**config.mk**
```make
export PLATFORM = sky130hd
export DESIGN_NAME = jtag_tap_datapath
export DESIGN_NICKNAME = d
export VERILOG_FILES = /design/src/rtl/jtag_tap_datapath.sv
export SDC_FILE = /design/constraint.sdc
export NUM_CORES = 1
export LEC_CHECK = 0
export CAP_MARGIN = 40
export CORE_UTILIZATION = 55
export DETAILED_ROUTE_END_ITERATION = 6
export GPL_ROUTABILITY_DRIVEN = 0
export PLACE_DENSITY_LB_ADDON = 0.1
export SYNTH_ARGS = -nofsm -noshare
export SYNTH_HDL_FRONTEND = slang
export SYNTH_SLANG_ARGS = --single-unit
```
**constraint.sdc**
```tcl
create_clock -name TCK -period 2.2 [get_ports TCK]
set_input_delay 0.33 -clock TCK [delete_from_list [all_inputs] [get_ports TCK]]
set_output_delay 0.33 -clock TCK [all_outputs]
set_load 0.03 [all_outputs]
```
**src/rtl/jtag_tap_datapath.sv**
```systemverilog
// rtl/jtag_tap_datapath.sv - JTAG TAP instruction/data register datapath with TDO mux
module jtag_tap_datapath #(
  parameter int          IR_WIDTH     = 4,
  parameter int          BSR_WIDTH    = 8,
  parameter logic [31:0] IDCODE_VALUE = 32'h1234_5001
) (
  input  logic                 TCK,
  input  logic                 TRST,
  input  logic [3:0]           state,
  input  logic                 TDI,
  input  logic [BSR_WIDTH-1:0] pin_in,
  output logic                 TDO,
  output logic                 TDO_en,
  output logic [BSR_WIDTH-1:0] bsr_out,
  output logic                 extest,
  output logic [IR_WIDTH-1:0]  ir_out
);

  // TAP state codes shared with the controller FSM
  localparam logic [3:0] ST_TLR        = 4'd0;
  localparam logic [3:0] ST_CAPTURE_DR = 4'd3;
  localparam logic [3:0] ST_SHIFT_DR   = 4'd4;
  localparam logic [3:0] ST_UPDATE_DR  = 4'd8;
  localparam logic [3:0] ST_CAPTURE_IR = 4'd10;
  localparam logic [3:0] ST_SHIFT_IR   = 4'd11;
  localparam logic [3:0] ST_UPDATE_IR  = 4'd15;

  // Instruction codes; any code not listed acts as BYPASS
  localparam logic [IR_WIDTH-1:0] IR_EXTEST = '0;
  localparam logic [IR_WIDTH-1:0] IR_IDCODE = IR_WIDTH'(1);
  localparam logic [IR_WIDTH-1:0] IR_SAMPLE = IR_WIDTH'(2);
  // Capture-IR pattern: low two bits 01 so a scan chain can be sized by the host
  localparam logic [IR_WIDTH-1:0] IR_CAPTURE = IR_WIDTH'(1);

  logic [IR_WIDTH-1:0]  ir_shift_q, ir_shift_d;
  logic [IR_WIDTH-1:0]  ir_q, ir_d;
  logic                 bypass_q, bypass_d;
  logic [31:0]          id_shift_q, id_shift_d;
  logic [BSR_WIDTH-1:0] bsr_shift_q, bsr_shift_d;
  logic [BSR_WIDTH-1:0] bsr_q, bsr_d;
  logic                 tdo_q, tdo_d;
  logic                 tdo_en_q, tdo_en_d;

  logic sel_idcode;
  logic sel_bsr;

  assign sel_idcode = (ir_q == IR_IDCODE);
  assign sel_bsr    = (ir_q == IR_EXTEST) || (ir_q == IR_SAMPLE);

  assign ir_out  = ir_q;
  assign bsr_out = bsr_q;
  assign extest  = (ir_q == IR_EXTEST);
  assign TDO     = tdo_q;
  assign TDO_en  = tdo_en_q;

  // Next-state for IR and data registers; only the register chosen by the IR latch moves
  always_comb begin
    ir_shift_d  = ir_shift_q;
    ir_d        = ir_q;
    bypass_d    = bypass_q;
    id_shift_d  = id_shift_q;
    bsr_shift_d = bsr_shift_q;
    bsr_d       = bsr_q;
    case (state)
      ST_TLR:        ir_d       = IR_IDCODE;
      ST_CAPTURE_IR: ir_shift_d = IR_CAPTURE;
      ST_SHIFT_IR:   ir_shift_d = IR_WIDTH'({TDI, ir_shift_q} >> 1);
      ST_UPDATE_IR:  ir_d       = ir_shift_q;
      ST_CAPTURE_DR: begin
        if (sel_bsr)         bsr_shift_d = pin_in;
        else if (sel_idcode) id_shift_d  = IDCODE_VALUE;
        else                 bypass_d    = 1'b0;
      end
      ST_SHIFT_DR: begin
        if (sel_bsr)         bsr_shift_d = BSR_WIDTH'({TDI, bsr_shift_q} >> 1);
        else if (sel_idcode) id_shift_d  = {TDI, id_shift_q[31:1]};
        else                 bypass_d    = TDI;
      end
      ST_UPDATE_DR: begin
        if (sel_bsr) bsr_d = bsr_shift_q;
      end
      default: ;
    endcase
  end

  // Rising-edge register update; TRST forces the power-on image immediately
  always_ff @(posedge TCK or posedge TRST) begin
    if (TRST) begin
      ir_shift_q  <= IR_CAPTURE;
      ir_q        <= IR_IDCODE;
      bypass_q    <= 1'b0;
      id_shift_q  <= IDCODE_VALUE;
      bsr_shift_q <= '0;
      bsr_q       <= '0;
    end else begin
      ir_shift_q  <= ir_shift_d;
      ir_q        <= ir_d;
      bypass_q    <= bypass_d;
      id_shift_q  <= id_shift_d;
      bsr_shift_q <= bsr_shift_d;
      bsr_q       <= bsr_d;
    end
  end

  // TDO source select: LSB of whichever register is currently shifting
  always_comb begin
    tdo_d    = 1'b0;
    tdo_en_d = 1'b0;
    if (state == ST_SHIFT_IR) begin
      tdo_d    = ir_shift_q[0];
      tdo_en_d = 1'b1;
    end else if (state == ST_SHIFT_DR) begin
      tdo_en_d = 1'b1;
      if (sel_bsr)         tdo_d = bsr_shift_q[0];
      else if (sel_idcode) tdo_d = id_shift_q[0];
      else                 tdo_d = bypass_q;
    end
  end

  // TDO launched on the falling edge so it is stable at the next rising edge
  always_ff @(negedge TCK or posedge TRST) begin
    if (TRST) begin
      tdo_q    <= 1'b0;
      tdo_en_q <= 1'b0;
    end else begin
      tdo_q    <= tdo_d;
      tdo_en_q <= tdo_en_d;
    end
  end

endmodule

```
==> results.cfg <==
[finish]
insertedDiodeCount = 0
final_common_cell = dfrtp_1
multi_input_area_sq_um = 931
area_growth_pct = 29.3
layout-drive-gt1-share_pct = 33.6
n_fill_cell = 266
finalNonFillerCells = 287
nets = 245
regArea_sq_um = 1490
most-common-layout-cells = 47 x dfrtp_1, 23 x a22o_1, 22 x clkdlybuf4s50_1, 15 x buf_4, 14 x mux2_2

[global_routing]
grt_max_degree = 50
grt_pass1_wl_mm = 8.28
grt_use_total_pct = 22.9
grt_pass1_vias = 1704
grt-ovfl-total = 0
grt_antenna_before_repair = 0

[placement]
port_buffers = 29
dp_cells = 270
dp_hpwl_mm = 3.23

[yosys]
ys_seq_area_share_pct = 60.0
ys_warn_count = 0
yosysTopAreaCellShare_pct = 47.4
synthCells = 180
synth_edf_count = 0
synth_async_sr_flop_share_pct = 100
syn_area_per_cell_sq_um = 13.8
synth_area_leaders = dfrtp_1 47%, dfstp_2 11%, a22o_1 8.1%, mux2_2 6.4%, mux2_4 6.1%
yosys.cell_types.count = 38
yosysTopAreaCell = dfrtp_1
ys_seq_elements = 59
synth-main-ff-cell = dfrtp_1
syn-cell-area_sq_um = 2480
syn-num-nets = 195

[die]
io-pin-count = 30
initial_core_util_pct = 57.0
num_rows = 24
die_w_microns = 69.2
die_y_microns = 69.2
core_sq_um = 4350
die_area_sq_um = 4780

[sta]
slew_viol_final = 0
timing.final.ws_setup_ns = -0.130
finalSetupViolCount = 3
relSlewSlack_pct = 60.1
holdWs_ns = 0.290
clock_skew_ns = 0.0133
tightest_slew_ns = 0.599
hold_viol = 0
rsz0062_at_grt = yes

[routing]
drt_iter0_markers = 67
wl_mm = 4.92
vias_per_cell = 5.82
wl_per_cell_microns = 17.1
ant_nets = 0
vias = 1669
first_pass_iters = 4
drc = 0

[setup_path]
max_stage_delay_ns = 0.43
reg2reg_slack_ns = -0.04
rr_endpoint = TDO$_DFF_NP0_
crit_family = flip-flops
r2r_cells = 3
worstSetupEndpointType = output pin
reg2reg_from = ir_out[0]$_DFFE_PP1P_
crit_required_ns = 1.87
path_depth = 1
critPathBufInv = 1
cp-start-kind = flip-flop
cp_slowest_cell = dfrtn_1
arrival_ns = 2.00
path_max_fanout = 1
path_class = reg2out
startpoint = TDO$_DFF_NP0_
path_cells = buf_6

[power]
powerDensity_nw_per_um2 = 909
leakage_uw = 0.00149
ir_drop_mv = 0.474

[clock_tree]
cts_tree = built
holdBufCountCts = 0
clk_latency_ns = 0.34
ctsHtreeMaxLevel = 3
path_clk_slew_ns = 0.07
cts_buffers = 9
cts_sinks = 59
cts_max_path_buffers = 2
root_buffer = clkbuf_8

[flow_run]
max_cap_violations = 0

[status]
status = finished, violations left
violations = negative setup slack

[min_path]
hold_path_class = in2async
==> cells in the mapped netlist (2+ instances only) <==
| cell type | count |
|---|---|
| clkbuf_1 | 4 |
| dfstp_2 | 10 |
| mux2_2 | 14 |
| dfrtn_1 | 2 |
| buf_2 | 4 |
| buf_6 | 2 |
| nor4b_1 | 2 |
| o22a_1 | 8 |
| mux2_4 | 10 |
| nand3b_1 | 2 |
| o22ai_1 | 5 |
| a21oi_1 | 6 |
| a22o_1 | 23 |
| o21ai_0 | 4 |
| inv_1 | 4 |
| dfrtp_1 | 47 |
| or3_1 | 2 |
| nand2_1 | 9 |
| nor2_1 | 3 |
==> worst max path at each step <==
stage / endpoint
2_1_floorplan: TDO$_DFF_NP0_
3_3_place_gp: TDO$_DFF_NP0_
3_5_place_dp: TDO$_DFF_NP0_
4_1_cts: TDO
5_1_grt: TDO
6_report: TDO
==> final cells by class <==
type                    instances  share of cell area (%)
flip-flops and latches         59                    46.4
multi-input cells             107                    29.0
repair buffers                 49                    15.4
clock buffers                  12                    5.15
well taps                      52                    2.03
clock inverters                 4                    1.48
inverters                       4                   0.585
==> cell families (layout without fill, tap and decap cells) <==
logic type / Yosys count / after routing / share of synthesized area, %
compound gates: 53 / 53 / 17.3
buf+inv: 14 / 69 / 2.92
flops: 59 / 59 / 60.0
mux: 24 / 24 / 12.4
simple gates: 30 / 30 / 7.31
==> sequential cells by signal (all words and copies together) (netlist names) <==
register,count
bsr_out,8
TDO_en,1
ir_out,4
TDO,1
bsr_shift_q,8
id_shift_q,32
bypass_q,1
ir_shift_q,4
==> report_power, final <==
part	switching, uW	total, uW	internal (uW)
clock network	413	1020	611
logic	193	453	260
registers	124	1440	1320
total	731	2920	2190
==> routing by layer <==
| metal | up-vias | wire length (microns) | track usage (%) |
|---|---|---|---|
| li1 | 781 | - | - |
| met1 | 847 | 2150 | 27.6 |
| met2 | 30 | 2470 | 36.6 |
| met3 | 11 | 200 | 9.36 |
| met4 | 0 | 100 | 9.07 |
| met5 | - | 0 | 0 |
==> timing repair <==
| item | 4_1_cts | 5_1_grt |
|---|---|---|
| pin swaps | 3 | 2 |
| gates resized for setup | 15 | 2 |
| buffers inserted | 1 | 0 |
| setup endpoints to repair | 4 | 4 |
==> metrics by stage <==
stage	total power (uW)	setup TNS, ns	area [sq um]	setup WS [ns]	utilization (%)
6_report	2920	-0.271	3210	-0.130	73.7
5_1_grt	3040	-0.357	3210	-0.154	73.7
4_1_cts	2940	-0.313	3200	-0.144	73.5
3_5_place_dp	1900	-2.62	2960	-0.704	67.9
3_3_place_gp	1880	-1.57	2960	-0.658	67.9
2_1_floorplan	1720	-0.616	2480	-0.472	-
Note: power is estimated with default switching activity, not from simulation.
